===== src/rtl/virtio_mem_bridge_if.sv =====
// AXI4-Lite master channel bundle used between the virtio memory bridge and its slave.
// The master modport is the bridge side; the slave modport is the memory/interconnect side.
interface virtio_mem_bridge_if;
  logic [31:0] m_araddr;
  logic        m_arvalid;
  logic        m_arready;
  logic [2:0]  m_arprot;
  logic [31:0] m_rdata;
  logic [1:0]  m_rresp;
  logic        m_rvalid;
  logic        m_rready;
  logic [31:0] m_awaddr;
  logic        m_awvalid;
  logic        m_awready;
  logic [2:0]  m_awprot;
  logic [31:0] m_wdata;
  logic [3:0]  m_wstrb;
  logic        m_wvalid;
  logic        m_wready;
  logic [1:0]  m_bresp;
  logic        m_bvalid;
  logic        m_bready;

  modport master (
    output m_araddr, m_arvalid, m_arprot, m_rready,
    output m_awaddr, m_awvalid, m_awprot, m_wdata, m_wstrb, m_wvalid, m_bready,
    input  m_arready, m_rdata, m_rresp, m_rvalid,
    input  m_awready, m_wready, m_bresp, m_bvalid
  );

  modport slave (
    input  m_araddr, m_arvalid, m_arprot, m_rready,
    input  m_awaddr, m_awvalid, m_awprot, m_wdata, m_wstrb, m_wvalid, m_bready,
    output m_arready, m_rdata, m_rresp, m_rvalid,
    output m_awready, m_wready, m_bresp, m_bvalid
  );
endinterface


===== src/rtl/virtio_mem_bridge.sv =====
// Single-outstanding bridge from the virtio engine's strobe-based memory port to AXI4-Lite.
// Reads and writes each complete with a one-cycle mem_response_enable pulse.
module virtio_mem_bridge #(
  parameter logic [31:0] BASE_OFFSET = 32'h0000_0000
) (
  input  logic        clk,
  input  logic        rst,
  input  logic        mem_request_enable,
  input  logic        mem_mode,
  input  logic [31:0] mem_addr,
  input  logic [31:0] mem_wdata,
  input  logic [3:0]  mem_wstrb,
  output logic        mem_response_enable,
  output logic [31:0] mem_data,
  output logic        bus_error,
  output logic        req_dropped,
  virtio_mem_bridge_if.master m
);

  typedef enum logic [2:0] {
    StIdle, StRdAddr, StRdData, StWrReq, StWrResp, StResp
  } state_e;

  state_e      state_q, state_d;
  logic [31:0] addr_q, wdata_q;
  logic [3:0]  wstrb_q;
  logic        aw_done_q, aw_done_d;
  logic        w_done_q, w_done_d;
  logic [31:0] mem_data_q, mem_data_d;
  logic        bus_error_q, bus_error_d;
  logic        req_dropped_q, req_dropped_d;
  logic        arvalid, rready, awvalid, wvalid, bready, resp;

  always_comb begin
    state_d       = state_q;
    aw_done_d     = aw_done_q;
    w_done_d      = w_done_q;
    mem_data_d    = mem_data_q;
    bus_error_d   = bus_error_q;
    req_dropped_d = req_dropped_q | (mem_request_enable && (state_q != StIdle));
    arvalid       = 1'b0;
    rready        = 1'b0;
    awvalid       = 1'b0;
    wvalid        = 1'b0;
    bready        = 1'b0;
    resp          = 1'b0;
    unique case (state_q)
      StIdle: begin
        if (mem_request_enable) begin
          state_d   = mem_mode ? StWrReq : StRdAddr;
          aw_done_d = 1'b0;
          w_done_d  = 1'b0;
        end
      end
      StRdAddr: begin
        arvalid = 1'b1;
        if (m.m_arready) state_d = StRdData;
      end
      StRdData: begin
        rready = 1'b1;
        if (m.m_rvalid) begin
          mem_data_d  = m.m_rdata;
          bus_error_d = bus_error_q | (m.m_rresp != 2'b00);
          state_d     = StResp;
        end
      end
      StWrReq: begin
        // AW and W retire independently; leave only when both have handshaken.
        awvalid   = !aw_done_q;
        wvalid    = !w_done_q;
        aw_done_d = aw_done_q | m.m_awready;
        w_done_d  = w_done_q | m.m_wready;
        if (aw_done_d && w_done_d) state_d = StWrResp;
      end
      StWrResp: begin
        bready = 1'b1;
        if (m.m_bvalid) begin
          mem_data_d  = 32'h0;
          bus_error_d = bus_error_q | (m.m_bresp != 2'b00);
          state_d     = StResp;
        end
      end
      StResp: begin
        resp    = 1'b1;
        state_d = StIdle;
      end
      default: state_d = StIdle;
    endcase
  end

  always_ff @(posedge clk or posedge rst) begin
    if (rst) begin
      state_q       <= StIdle;
      addr_q        <= 32'h0;
      wdata_q       <= 32'h0;
      wstrb_q       <= 4'h0;
      aw_done_q     <= 1'b0;
      w_done_q      <= 1'b0;
      mem_data_q    <= 32'h0;
      bus_error_q   <= 1'b0;
      req_dropped_q <= 1'b0;
    end else begin
      state_q       <= state_d;
      aw_done_q     <= aw_done_d;
      w_done_q      <= w_done_d;
      mem_data_q    <= mem_data_d;
      bus_error_q   <= bus_error_d;
      req_dropped_q <= req_dropped_d;
      if (state_q == StIdle && mem_request_enable) begin
        addr_q  <= mem_addr + BASE_OFFSET;
        wdata_q <= mem_wdata;
        wstrb_q <= mem_wstrb;
      end
    end
  end

  assign m.m_araddr  = addr_q;
  assign m.m_arvalid = arvalid;
  assign m.m_arprot  = 3'b000;
  assign m.m_rready  = rready;
  assign m.m_awaddr  = addr_q;
  assign m.m_awvalid = awvalid;
  assign m.m_awprot  = 3'b000;
  assign m.m_wdata   = wdata_q;
  assign m.m_wstrb   = wstrb_q;
  assign m.m_wvalid  = wvalid;
  assign m.m_bready  = bready;

  assign mem_response_enable = resp;
  assign mem_data            = mem_data_q;
  assign bus_error           = bus_error_q;
  assign req_dropped         = req_dropped_q;

endmodule


===== src/flat_wrapper.sv =====
// flat-port wrapper written by rule: the top's interface ports become plain ports
module virtio_mem_bridge_flat 
#(
  parameter logic [31:0] BASE_OFFSET = 32'h0000_0000
)
  (clk, rst, mem_request_enable, mem_mode, mem_addr, mem_wdata, mem_wstrb, mem_response_enable, mem_data, bus_error, req_dropped, m_m_araddr, m_m_arvalid, m_m_arprot, m_m_rready, m_m_awaddr, m_m_awvalid, m_m_awprot, m_m_wdata, m_m_wstrb, m_m_wvalid, m_m_bready, m_m_arready, m_m_rdata, m_m_rresp, m_m_rvalid, m_m_awready, m_m_wready, m_m_bresp, m_m_bvalid);
  virtio_mem_bridge_if m_i ();
  input  logic clk;
  input  logic rst;
  input  logic mem_request_enable;
  input  logic mem_mode;
  input  logic [31:0] mem_addr;
  input  logic [31:0] mem_wdata;
  input  logic [3:0] mem_wstrb;
  output logic mem_response_enable;
  output logic [31:0] mem_data;
  output logic bus_error;
  output logic req_dropped;
  output wire logic [$bits(m_i.m_araddr)-1:0] m_m_araddr;
  output wire logic [$bits(m_i.m_arvalid)-1:0] m_m_arvalid;
  output wire logic [$bits(m_i.m_arprot)-1:0] m_m_arprot;
  output wire logic [$bits(m_i.m_rready)-1:0] m_m_rready;
  output wire logic [$bits(m_i.m_awaddr)-1:0] m_m_awaddr;
  output wire logic [$bits(m_i.m_awvalid)-1:0] m_m_awvalid;
  output wire logic [$bits(m_i.m_awprot)-1:0] m_m_awprot;
  output wire logic [$bits(m_i.m_wdata)-1:0] m_m_wdata;
  output wire logic [$bits(m_i.m_wstrb)-1:0] m_m_wstrb;
  output wire logic [$bits(m_i.m_wvalid)-1:0] m_m_wvalid;
  output wire logic [$bits(m_i.m_bready)-1:0] m_m_bready;
  input wire logic [$bits(m_i.m_arready)-1:0] m_m_arready;
  input wire logic [$bits(m_i.m_rdata)-1:0] m_m_rdata;
  input wire logic [$bits(m_i.m_rresp)-1:0] m_m_rresp;
  input wire logic [$bits(m_i.m_rvalid)-1:0] m_m_rvalid;
  input wire logic [$bits(m_i.m_awready)-1:0] m_m_awready;
  input wire logic [$bits(m_i.m_wready)-1:0] m_m_wready;
  input wire logic [$bits(m_i.m_bresp)-1:0] m_m_bresp;
  input wire logic [$bits(m_i.m_bvalid)-1:0] m_m_bvalid;
  assign m_m_araddr = m_i.m_araddr;
  assign m_m_arvalid = m_i.m_arvalid;
  assign m_m_arprot = m_i.m_arprot;
  assign m_m_rready = m_i.m_rready;
  assign m_m_awaddr = m_i.m_awaddr;
  assign m_m_awvalid = m_i.m_awvalid;
  assign m_m_awprot = m_i.m_awprot;
  assign m_m_wdata = m_i.m_wdata;
  assign m_m_wstrb = m_i.m_wstrb;
  assign m_m_wvalid = m_i.m_wvalid;
  assign m_m_bready = m_i.m_bready;
  assign m_i.m_arready = m_m_arready;
  assign m_i.m_rdata = m_m_rdata;
  assign m_i.m_rresp = m_m_rresp;
  assign m_i.m_rvalid = m_m_rvalid;
  assign m_i.m_awready = m_m_awready;
  assign m_i.m_wready = m_m_wready;
  assign m_i.m_bresp = m_m_bresp;
  assign m_i.m_bvalid = m_m_bvalid;
  virtio_mem_bridge #(.BASE_OFFSET(BASE_OFFSET)) u_core (.clk(clk), .rst(rst), .mem_request_enable(mem_request_enable), .mem_mode(mem_mode), .mem_addr(mem_addr), .mem_wdata(mem_wdata), .mem_wstrb(mem_wstrb), .mem_response_enable(mem_response_enable), .mem_data(mem_data), .bus_error(bus_error), .req_dropped(req_dropped), .m(m_i));
endmodule

===== config.mk =====
export PLATFORM = sky130hd
export DESIGN_NAME = virtio_mem_bridge_flat
export DESIGN_NICKNAME = d
export VERILOG_FILES = /design/src/rtl/virtio_mem_bridge_if.sv /design/src/rtl/virtio_mem_bridge.sv /design/src/flat_wrapper.sv
export SDC_FILE = /design/constraint.sdc
export NUM_CORES = 1
export LEC_CHECK = 0
export CAP_MARGIN = 20
export CELL_PAD_IN_SITES_DETAIL_PLACEMENT = 0
export CELL_PAD_IN_SITES_GLOBAL_PLACEMENT = 1
export CORE_UTILIZATION = 31
export DETAILED_ROUTE_END_ITERATION = 12
export HOLD_SLACK_MARGIN = 0.1
export PLACE_DENSITY_LB_ADDON = 0.1
export SLEW_MARGIN = 20
export SYNTH_ARGS = -nofsm -noshare
export SYNTH_HDL_FRONTEND = slang
export SYNTH_SLANG_ARGS = --single-unit

===== constraint.sdc =====
create_clock -name clk -period 8.71 [get_ports clk]
set_clock_uncertainty 0.15 [all_clocks]
set_input_delay 1.3065 -clock clk [delete_from_list [all_inputs] [get_ports clk]]
set_output_delay 1.3065 -clock clk [all_outputs]
set_load 0.03 [all_outputs]

==> impl_table.tex <==
\begin{tabular}{lr}
\hline
Metric & Value \\
\hline
\multicolumn{2}{l}{\textbf{Hold path}} \\
Hold Crit Depth & 2 \\
Path type of the worst min-delay path & reg -> reg \\
\multicolumn{2}{l}{\textbf{Synthesis}} \\
Flip-flop cell with the highest count after synthesis & sky130\_fd\_sc\_hd\_\_dfrtp\_1 \\
Yosys cell types & 29 \\
Number of synthesized flops with an enable pin & 0 \\
Sequential fraction of the synthesis area & 0.611 \\
Synthesized area & 0.00438 mm² \\
Synthesized netlist cell count & 303 \\
Average instance area after synthesis & 14.5 µm² \\
Synth async-reset ratio & 1.00 \\
Synthesis-stage register bit count & 107 \\
Yosys synthesis warning count & 0 \\
\multicolumn{2}{l}{\textbf{CTS}} \\
Number of buffers between clock root and the deepest sink & 2 \\
CTS H-tree depth & 3 \\
Insertion delay of the later-clocked pin in the worst-skew pair & 340 ps \\
Number of resized instances in the post-cts repair step & 0 \\
Clock tree root driver cell & sky130\_fd\_sc\_hd\_\_clkbuf\_16 \\
Number of sinks driven by the clock tree & 107 \\
Number of hold buffers added after cts & 0 \\
Clock-pin transition on the worst setup and hold timing paths & 70 ps \\
Clock tree from TritonCTS & built \\
Post-CTS Repair Setup Buffers & 0 \\
Clock buffer count from CTS & 9 \\
\multicolumn{2}{l}{\textbf{Floorplanning}} \\
Number of placement rows & 43 \\
Overall die width & 121 µm \\
Core Footprint & 0.0138 mm² \\
Full die area & 0.0146 mm² \\
Y dimension of the die & 121 µm \\
Initial cell density of the core & 0.317 \\
Io pins & 259 \\
\multicolumn{2}{l}{\textbf{STA}} \\
Final hold viol count & 0 \\
Final-layout worst hold slack & 329 ps \\
Slew at the pin closest to its max-slew limit & 903 ps \\
Count of final max-slew check failures & 0 \\
Final Critical Period & 3660 ps \\
Slew HR & 0.398 \\
Unrepaired setup endpoints after global routing & no \\
Final setup vio count & 0 \\
Top achievable clock speed & 273 MHz \\
Post-route setup slack & 5050 ps \\
Total negative setup slack & 0 ps \\
Share of the clock period used by the worst path after layout & 0.420 \\
\multicolumn{2}{l}{\textbf{Critical path}} \\
Crit-path max FO & 14 \\
Capturing element type of the critical path & primary output \\
Logic depth of the worst register-to-register path & 3 \\
Data arrival at the endpoint of the critical path & 2200 ps \\
Critical Path Source Type & flip-flop \\
Type of the worst setup path & reg -> out \\
Required time reported for the critical path endpoint & 7250 ps \\
\multicolumn{2}{l}{\textbf{Route}} \\
Routed wire per std cell & 16.0 µm \\
Via count normalized by instance count & 4.55 \\
Via count of the routed design & 3200 \\
Starting DRT DRC Count & 76 \\
Initial DRT Pass Iterations & 4 \\
Total DRC errors in the routed layout & 0 \\
Routed wire length & 11300 µm \\
Antenna Nets Post-Route & 0 \\
\multicolumn{2}{l}{\textbf{Power and ir drop}} \\
Share of total power in sequential cells & 0.293 \\
Switch Pwr & 0.00128 W \\
Worst ir drop on vdd & 0.174 mV \\
Cell Int Power & 0.00177 W \\
Sum of internal, switching and leakage power & 0.00305 W \\
Power share of the clock group & 0.146 \\
Sw frac & 0.420 \\
Share of power burned in combinational logic & 0.561 \\
Leakage component of the power & 2.97 nW \\
Power per cell area & 429 mW/mm² \\
\multicolumn{2}{l}{\textbf{Place}} \\
Place WS & 5330 ps \\
Area after DPL & 0.00680 mm² \\
Post-DP HPWL & 8120 µm \\
Port Buffer Count & 252 \\
Weighted congestion reported at the end of routability-driven placement & 0.733 \\
\multicolumn{2}{l}{\textbf{Layout}} \\
Final Net Count & 632 \\
Fillers & 1204 \\
Design Area, Final & 0.00713 mm² \\
Commonest cells after routing, fill and taps aside & 252 x sky130\_fd\_sc\_hd\_\_clkdlybuf4s50\_1, 107 x sky130\_fd\_sc\_hd\_\_dfrtp\_1, 48 x sky130\_fd\_sc\_hd\_\_mux2\_2, 33 x sky130\_fd\_sc\_hd\_\_a22o\_1, 20 x sky130\_fd\_sc\_hd\_\_mux2\_1 \\
Most frequent standard cell in the layout excluding fill and tap cells & sky130\_fd\_sc\_hd\_\_clkdlybuf4s50\_1 \\
Ratio of cells with drive above 1 in the final layout & 0.141 \\
Ant. Diodes & 0 \\
Synth-to-Final Area Change & 62.6\% \\
\multicolumn{2}{l}{\textbf{GRT}} \\
Via count of the first global-routing pass & 3220 \\
GRT Total Usage & 0.159 \\
Antenna violations before repair & 0 \\
Largest net degree at the start of global routing & 70 \\
Remaining global-route overflow & 0 \\
First-pass GRT wire length & 17600 µm \\
\multicolumn{2}{l}{\textbf{Status}} \\
Outcome & completed \\
\multicolumn{2}{l}{\textbf{Run}} \\
Number of maximum-capacitance violations & 0 \\
\hline
\end{tabular}
-- power groups by stage --
| stage | clock (W) | combinational, W | sequential (W) |
|---|---|---|---|
| after floorplan | 0 | 0.000668 | 0.00132 |
| after global placement | 0 | 0.00172 | 0.000895 |
| after detailed placement | 0 | 0.00173 | 0.000904 |
| after CTS | 0.000465 | 0.00173 | 0.000898 |
| after global routing | 0.000481 | 0.00180 | 0.000932 |
| final | 0.000445 | 0.00171 | 0.000896 |
-- final timing paths --
check	startpoint	endpoint	slack [ps]
hold / removal	u_core.bus_error$_DFFE_PP0P_	u_core.bus_error$_DFFE_PP0P_	330
setup / recovery	u_core.state_q[1]$_DFFE_PP0P_	m_m_wvalid	5050
min in group asynchronous	rst	u_core.mem_data[12]$_DFFE_PP0P_	1180
max in group asynchronous	rst	u_core.mem_data[31]$_DFFE_PP0P_	5920
setup reg to reg	u_core.state_q[0]$_DFFE_PP0P_	u_core.m.m_wstrb[1]$_DFFE_PP0P_	6550
hold reg to reg	u_core.bus_error$_DFFE_PP0P_	u_core.bus_error$_DFFE_PP0P_	330
-- synthesized netlist by cell type (2+ instances only) --
cell | n | area share
sky130_fd_sc_hd__nor3b_1 | 4 | 0.0069
sky130_fd_sc_hd__clkbuf_1 | 3 | 0.0026
sky130_fd_sc_hd__mux2_2 | 48 | 0.12
sky130_fd_sc_hd__nor2_1 | 5 | 0.0043
sky130_fd_sc_hd__nand3b_1 | 3 | 0.0051
sky130_fd_sc_hd__mux2_1 | 20 | 0.051
sky130_fd_sc_hd__buf_6 | 2 | 0.0051
sky130_fd_sc_hd__a21oi_1 | 6 | 0.0069
sky130_fd_sc_hd__o22ai_1 | 2 | 0.0029
sky130_fd_sc_hd__o31ai_1 | 2 | 0.0034
sky130_fd_sc_hd__buf_1 | 3 | 0.0026
sky130_fd_sc_hd__a22o_1 | 33 | 0.066
sky130_fd_sc_hd__inv_1 | 4 | 0.0034
sky130_fd_sc_hd__buf_4 | 39 | 0.067
sky130_fd_sc_hd__dfrtp_1 | 107 | 0.61
sky130_fd_sc_hd__buf_2 | 9 | 0.010
-- worst max-delay path, cell delays in order, from the launching register on --
cell and delay (ps):
sky130_fd_sc_hd__dfrtp_1 620, sky130_fd_sc_hd__nor2b_1 280, sky130_fd_sc_hd__nand2_1 120, sky130_fd_sc_hd__nor2_1 130
sky130_fd_sc_hd__clkdlybuf4s50_1 700
-- cells by family (layout without fill, tap and decap cells) --
kind of cell,Yosys count,after routing,share of synthesized area
multiplexers,69,69,0.180
buffers and inverters,60,276,0.0908
AO/OA/AOI/OAI,46,46,0.0845
AND/OR/NAND/NOR,20,20,0.0328
other,1,6,0.000856
flip-flops,107,107,0.611
-- stage by stage --
step	utilization	std cells
final	0.515	704
after floorplan	-	308
after CTS	0.515	704
after global placement	0.492	688
after detailed placement	0.492	688
after global routing	0.515	704
-- sequential cells by signal, summed over array words and instances, names as in the netlist --
name,count
u_core.mem_data,32
u_core.aw_done_q,1
u_core.m.m_araddr,32
u_core.m.m_wstrb,4
u_core.state_q,3
u_core.m.m_wdata,32
u_core.req_dropped,1
u_core.bus_error,1
u_core.w_done_q,1
-- routing by layer --
metal	track usage	wire, µm	part of all wire
met2	0.266	5640	0.50
met5	0	0	0
met3	0.0583	858	0.076
met4	0.0370	99	0.0088
met1	0.193	4690	0.42
-- area by class of cell --
| class | instances | area [µm²] | share of cell area |
|---|---|---|---|
| clock buffers | 9 | 225 | 0.0316 |
| clock inverters | 7 | 101 | 0.0142 |
| inverters | 4 | 17.5 | 0.00246 |
| multi-input cells | 141 | 1330 | 0.186 |
| flip-flops and latches | 107 | 2680 | 0.376 |
| well taps | 180 | 225 | 0.0316 |
| repair buffers | 256 | 2550 | 0.358 |
(Power assumes the default switching activity.)
